### src/rtl/d_latch_pkg.sv
// rtl/d_latch_pkg.sv - shared mode encodings for the d_latch bank
package d_latch_pkg;

  localparam logic [1:0] MODE_FOLLOW = 2'b00;
  localparam logic [1:0] MODE_RISE   = 2'b01;
  localparam logic [1:0] MODE_FALL   = 2'b10;
  localparam logic [1:0] MODE_TOGGLE = 2'b11;

endpackage

### src/rtl/d_latch_chan.sv
// rtl/d_latch_chan.sv - one channel: enable edge history, data register, update pulse, load counter
module d_latch_chan
  import d_latch_pkg::*;
#(
  parameter int WIDTH = 8,
  parameter int CNT_W = 8
) (
  input  logic             clk,
  input  logic             rst,
  input  logic             e,
  input  logic [WIDTH-1:0] d,
  input  logic [1:0]       mode,
  input  logic             freeze,
  input  logic             clr_cnt,
  output logic [WIDTH-1:0] q,
  output logic             upd,
  output logic [CNT_W-1:0] cnt
);

  localparam logic [CNT_W-1:0] CNT_MAX = '1;

  logic             e_prev;
  logic             e_rise;
  logic             e_fall;
  logic             load;
  logic [WIDTH-1:0] q_next;

  always_comb begin
    e_rise = e & ~e_prev;
    e_fall = ~e & e_prev;
    load   = 1'b0;
    q_next = d;
    case (mode)
      MODE_FOLLOW: load = e;
      MODE_RISE:   load = e_rise;
      MODE_FALL:   load = e_fall;
      MODE_TOGGLE: begin
        load   = e_rise;
        q_next = q ^ d;
      end
      default:     load = 1'b0;
    endcase
    // edges seen while frozen are dropped, not remembered
    if (freeze) load = 1'b0;
  end

  always_ff @(posedge clk) begin
    if (rst) begin
      e_prev <= 1'b0;
      q      <= '0;
      upd    <= 1'b0;
      cnt    <= '0;
    end else begin
      e_prev <= e;
      upd    <= load;
      if (load) q <= q_next;
      if (clr_cnt)
        cnt <= '0;
      else if (load && cnt != CNT_MAX)
        cnt <= cnt + 1'b1;
    end
  end

endmodule

### src/rtl/d_latch_bank.sv
// rtl/d_latch_bank.sv - bank of independent edge/level loaded data registers
module d_latch_bank
  import d_latch_pkg::*;
#(
  parameter int WIDTH    = 8,
  parameter int CHANNELS = 4,
  parameter int CNT_W    = 8
) (
  input  logic                      clk,
  input  logic                      rst,
  input  logic [CHANNELS-1:0]       E,
  input  logic [CHANNELS*WIDTH-1:0] D,
  input  logic [2*CHANNELS-1:0]     MODE,
  input  logic                      FREEZE,
  input  logic                      CLR_CNT,
  output logic [CHANNELS*WIDTH-1:0] Q,
  output logic [CHANNELS-1:0]       UPD,
  output logic [CHANNELS*CNT_W-1:0] CNT
);

  for (genvar i = 0; i < CHANNELS; i++) begin : g_chan
    d_latch_chan #(
      .WIDTH (WIDTH),
      .CNT_W (CNT_W)
    ) u_chan (
      .clk     (clk),
      .rst     (rst),
      .e       (E[i]),
      .d       (D[i*WIDTH +: WIDTH]),
      .mode    (MODE[2*i +: 2]),
      .freeze  (FREEZE),
      .clr_cnt (CLR_CNT),
      .q       (Q[i*WIDTH +: WIDTH]),
      .upd     (UPD[i]),
      .cnt     (CNT[i*CNT_W +: CNT_W])
    );
  end

endmodule
### config.mk
export PLATFORM = sky130hd
export DESIGN_NAME = d_latch_bank
export DESIGN_NICKNAME = d
export VERILOG_FILES = /design/src/rtl/d_latch_pkg.sv /design/src/rtl/d_latch_chan.sv /design/src/rtl/d_latch_bank.sv
export SDC_FILE = /design/constraint.sdc
export NUM_CORES = 1
export LEC_CHECK = 0
export ABC_AREA = 0
export BUFFER_PORTS_ARGS = -buffer_cell sky130_fd_sc_hd__buf_2
export CAP_MARGIN = 20
export CORE_ASPECT_RATIO = 0.9
export CORE_UTILIZATION = 40
export CTS_CLUSTER_SIZE = 10
export DETAILED_ROUTE_END_ITERATION = 16
export HOLD_SLACK_MARGIN = 0.12
export PLACE_DENSITY = 0.65
export SLEW_MARGIN = 5
export SYNTH_ARGS = -nofsm -noshare
export SYNTH_HDL_FRONTEND = slang
export SYNTH_SLANG_ARGS = --single-unit
### constraint.sdc
create_clock -name clk -period 2.2 [get_ports clk]
set_input_delay 0.55 -clock clk [delete_from_list [all_inputs] [get_ports clk]]
set_output_delay 0.55 -clock clk [all_outputs]
set_load 0.03 [all_outputs]
# Yosys cells after proc, flatten, opt, wreduce, memory -nomap -nowiden
# Cells that the tools add are included.
totals:
  latch_bits: 0
  register_bits: 72
  word_cells: 81
  ram_bits: 0
  n_memories: 0
  output_inout_bits: 68
  rom_bits: 0
op_classes:
  n_bitwise: 20
  eq_ne: 16
  shift: 0
  add_sub_neg: 4
  reduce_logical: 13
  muxes: 12
  n_mul: 0
  n_div: 0
  n_lt_le_gt_ge: 0
ops:
  columns: ["op", "n"]
  rows:
  - ["$add A8 B1 Y8 const B", 4]
  - ["$mux W8", 4]
  - ["$ne A8 B8 Y1 const B", 4]
  - ["$xor A8 B8 Y8", 4]
  - ["$eq A2 B2 Y1 const B", 8]
  - ["$pmux W1 S3", 4]
  - ["$reduce_or A2 Y1", 5]
  - ["$and A1 B1 Y1", 8]
  - ["$eq A2 B1 Y1 const B", 4]
  - ["$logic_not A2 Y1", 4]
  - ["$not A1 Y1", 8]
  - ["$logic_and A1 B1 Y1", 4]
  - ["$mux W1", 4]

# Logic depth before layout (Yosys ltp)
depth:
  ltp_word: 5
  mapped_depth: 6
  depth_no_buf: 5

# By module
# A second synthesis with hierarchy kept.
hier_totals:
  cells_unflattened: 448
  area_unflattened_um2: 3603.5
modules_own_cells:
  columns: ["module", "n_inst", "area_per_inst_um2", "seq_area_each_um2", "cells_per_inst"]
  rows:
  - ["d_latch_chan", 4, 900.9, 360.3, 112]

# Least setup slack after synthesis
# Ideal clock, no wire load.
synth_timing:
  path_type: "input-to-reg"
  start: "in MODE[5]"
  end: "reg g_chan[2].u_chan.cnt[7]"
  path_slack_ns: 0.254
  t_required_ns: 2.130
  path_stages: 5
  arrival_ns: 1.876
  setup_ns: 0.070
  cell_sequence: "or3b_1 -> a31o_1 -> buf_6 -> or4_1 -> a21oi_1"
synth_between:
  elab_chain_len: 5
  elab_cells_between_ends: 8
  classes_between: "3 x eq/ne; 2 x mux; 3 x reduce/logical"
synth_rtl:
  columns: ["item", "line", "rtl"]
  rows:
  - ["start: declaration", "d_latch_bank.sv:13", "input logic [2*CHANNELS-1:0] MODE,"]
  - ["$eq A2 B1 Y1 / $eq A2 B2 Y1 (equally long branches)", "d_latch_chan.sv:33", "case (mode)"]
  - ["$reduce_or A2 Y1 (no source line)", null, null]
  - ["$pmux W1 S3 (*)", "d_latch_chan.sv:33", null]
  - ["$mux W1 (*)", "d_latch_chan.sv:44", "if (freeze) load = 1'b0;"]
  - ["$logic_and A1 B1 Y1 (*)", "d_latch_chan.sv:59", "else if (load && cnt != CNT_MAX)"]
  - ["end signal: assignment", "d_latch_chan.sv:60", "cnt <= cnt + 1'b1;"]
  - ["end: declaration", "d_latch_chan.sv:17", "output logic [CNT_W-1:0] cnt"]
# Mark *: on every way between the ends. The rest lies on a longest branch, timed or not.
# A chain may end at the register's enable or synchronous reset.

# Final worst setup path
layout_timing:
  start: "in MODE[1]"
  end: "reg g_chan[0].u_chan.cnt[7]"
layout_between:
  elab_chain_len: 5
  elab_cells_between_ends: 8
  classes_between: "3 x eq/ne; 2 x mux; 3 x reduce/logical"
layout_rtl:
  columns: ["item", "line"]
  rows:
  - ["$eq A2 B1 Y1 / $eq A2 B2 Y1 (equally long branches)", "d_latch_chan.sv:33"]
  - ["$reduce_or A2 Y1 (no source line)", null]
  - ["$pmux W1 S3 (*)", "d_latch_chan.sv:33"]
  - ["$mux W1 (*)", "d_latch_chan.sv:44"]
  - ["$logic_and A1 B1 Y1 (*)", "d_latch_chan.sv:59"]
  - ["end signal: assignment", "d_latch_chan.sv:60"]
  - ["end: declaration", "d_latch_chan.sv:17"]
# Marks and branches as above.

==> flow_summary.toml <==
[worst_setup_path]
slowest_delay_ps = 520
worst_r2r_endpoint = "g_chan[2].u_chan.cnt[5]$_SDFFE_PP0P_"
r2r_slack_ps = 400
cp.required_ps = 2470
critPathLaunchType = "input pin"
crit_type = "input pin to flop"
r2r-start = "g_chan[2].u_chan.cnt[0]$_SDFFE_PP0P_"
end_kind = "flop"
worstPathMaxFanout = 15
path_cells = "buf_2, or3b_4, a31o_1, or4_1, a21oi_1"
reg2reg_depth = 5
crit_slowest_cell = "or4_1"
arrival_ps = 2100

[min_path]
worstHoldStart = "E[3]"
min_path_cells = 2
holdPathEnd = "g_chan[3].u_chan.e_prev$_SDFF_PP0_"
min_path_type = "input pin to flop"

[timing]
fin_crit_sh = 0.8309
finalSetupViolCount = 0
skew_ps = 10.08
finalCriticalPeriod_ps = 1828
finalSetupTns_ps = 0
final_hold_viol_count = 0
hold_ws_ps = 451.6
drv_slew = 0
worstMarginPinSlew_ps = 520.5
rsz0062_at_grt = "false"
slew_headroom = 0.6517
fmax_mhz = 547.1

[cells_and_area]
stdcell_count = 685
antenna_cells = 0
synthToLayoutAreaGrowth_pct = 25.59
drive_gt1_frac = 0.2650
nNetsFinal = 613
fillers = 858

[logic_synthesis]
async_reset_ff_frac = 0
yosys.area_share.simple = 0.2563
yosys_warnings = 0
ys_types = 43
synth_fa_ha_area_frac = 0.01399
syn_area_um2 = 3578
synth_top_family_by_area = "compound AO/OA/AOI/OAI gates"
synthMuxAreaShare = 0.008392
synthXorXnorAreaFrac = 0
synth_compound_area_frac = 0.2759
seq_area_frac_synth = 0.4028
syn-mean-instance-area_um2 = 7.988
syn_nets = 500
synth_cells = 448
synth_edf_count = 0
synth_seq_cells = 72
dominantRegCellSynth = "dfxtp_1"

[routing]
via_per_inst = 5.521
wire_per_inst_um = 13.83
routed_wirelength_um = 9475
drc = 0
drtIter0Drc = 107
ant_nets = 0
dr.pass1.iters = 5
vias = 3782

[cts]
cts_max_level = 3
clockBufferDepth = 2
hold_buffers = 0
post-cts-setup-buffers = 0
cts_sinks = 72
cts_buffers = 9
clock_tree.root_cell = "clkbuf_8"
insertion_delay_ps = 340
cts_tree = "yes"
clk_pin_slew_ps = 80
cts-resized-gates = 0

[run_status]
status = "finished, final reports clean"

[grt]
met1_usage = 0.2568
grt_busiest_layer = "met2"
grt_pass1_vias = 3388
use_met2 = 0.3491
grt_max_degree = 29
antenna_found_initial = 0
grt_pass1_wl_um = 15500
grt_overflow = 0
grt_use_met3 = 0.06326
grtUsageTotal = 0.2077

[floorplanning]
io_pins = 116
core_area_um2 = 8608
start_util = 0.4157
row_count = 32
die_y_um = 91.73
dieArea_um2 = 9329
fp.dieW_um = 101.7

[pwr]
p_per_area_nw_per_um2 = 664.2
switching_share = 0.2795
p_sw_mw = 0.8344
pwr-share-clk = 0.387
power_frac_seq = 0.468
p_leak_nw = 1.771
p_int_mw = 2.151
irDropWorstVdd_uv = 352.0
p_comb_frac = 0.144

[place]
gp_congestion = 0.7910
dp.cells = 669
io_buffer_count = 115
place_hpwl_um = 6751

[run]
drv_cap = 0
power by group through the flow:
stage	clock [mW]	sequential, mW	combinational (mW)
after CTS	1.20	1.40	0.434
after detailed placement	0	1.43	0.432
after global routing	1.25	1.41	0.476
after global placement	0	1.42	0.425
final	1.16	1.40	0.431
after floorplan	0	1.51	0.189
worst max path at each step:
stage,from,end,slack (ps),depth (start not counted)
global route,g_chan[2].u_chan.cnt[0]$_SDFFE_PP0P_,g_chan[2].u_chan.cnt[5]$_SDFFE_PP0P_,240,5
detailed placement,MODE[1],g_chan[0].u_chan.cnt[7]$_SDFFE_PP0P_,20,5
global placement,MODE[1],g_chan[0].u_chan.cnt[3]$_SDFFE_PP0P_,60,5
CTS,MODE[1],g_chan[0].u_chan.cnt[7]$_SDFFE_PP0P_,400,5
finish,MODE[1],g_chan[0].u_chan.cnt[7]$_SDFFE_PP0P_,370,5
floorplan,MODE[5],g_chan[2].u_chan.cnt[7]$_SDFFE_PP0P_,250,5
cell usage in the layout, fill, tap and decap left out, types with 3 or more instances in the layout:
cell,n
nand3b_1,5
nor3_1,4
o21ai_0,41
mux2i_1,3
buf_2,115
nand2_1,49
inv_1,3
or3b_1,3
a211oi_1,3
o31ai_1,12
nand4_1,6
nor2b_1,4
a31oi_1,6
or3_1,9
nor2_1,40
buf_4,16
o211ai_1,36
clkbuf_8,9
nand4bb_1,4
or4_1,11
and2_1,7
nor3b_1,5
ha_1,4
dfxtp_1,72
nand3_1,15
a21oi_1,53
and3_1,3
sequential cells by signal, summed over array words and instances (netlist names):
register,flops
g_chan.u_chan.cnt,32
g_chan.u_chan.q,32
g_chan.u_chan.upd,4
g_chan.u_chan.e_prev,4
worst max-delay path: cells and delay by family:
kind | cells | cell delay, ps
AO/OA/AOI/OAI | 2 | 500
AND/OR/NAND/NOR | 2 | 920
buffers and inverters | 1 | 120
kinds of logic (layout without fill, tap and decap cells):
group,count (synthesis),after routing
simple gates,175,175
mux,3,3
compound gates,162,162
buf+inv,32,150
flops,72,72
fa+ha+maj,4,4
cell type report:
type                    count  area, um^2  share of cell area
clock inverters             5       81.33             0.01810
multi-input cells         344        1984              0.4415
clock buffers              11       131.4             0.02923
inverters                   3       11.26            0.002506
well taps                 119       148.9             0.03313
repair buffers            131       695.7              0.1548
flip-flops and latches     72        1441              0.3207
cell usage after synthesis (3+ instances only):
cell | number | area share
clkbuf_1 | 17 | 0.018
ha_1 | 4 | 0.014
o31ai_1 | 12 | 0.025
and2_1 | 7 | 0.012
a21oi_1 | 53 | 0.074
nor2b_1 | 4 | 0.0070
o21ai_0 | 41 | 0.057
nand3_1 | 15 | 0.021
and3_1 | 3 | 0.0052
o211ai_1 | 36 | 0.076
a31oi_1 | 6 | 0.010
a211oi_1 | 3 | 0.0063
nor2_1 | 40 | 0.042
inv_1 | 3 | 0.0031
or4_1 | 11 | 0.023
nand3b_1 | 5 | 0.010
nor3_1 | 4 | 0.0056
mux2i_1 | 3 | 0.0084
dfxtp_1 | 72 | 0.40
nand2_1 | 49 | 0.051
nand4_1 | 6 | 0.010
or3_1 | 9 | 0.016
or3b_1 | 3 | 0.0073
nand4bb_1 | 4 | 0.013
nor3b_1 | 5 | 0.010
buf_1 | 4 | 0.0042
buf_4 | 4 | 0.0084
metrics by stage:
stage | cell area, um^2 | util | power (mW) | worst slack [ps]
floorplan | 3578 | - | 1.699 | 253.7
global placement | 4282 | 0.4974 | 1.848 | 59.84
detailed placement | 4282 | 0.4974 | 1.860 | 20.05
CTS | 4494 | 0.5221 | 3.031 | 395.5
global route | 4494 | 0.5221 | 3.127 | 243.0
finish | 4494 | 0.5221 | 2.985 | 372.0
per-layer routing:
layer / wire [um] / share of wire
met1: 4439 / 0.47
met2: 4463 / 0.47
met3: 540 / 0.057
met4: 32 / 0.0034
met5: 0 / 0
Note: power is estimated with default switching activity, not from simulation.
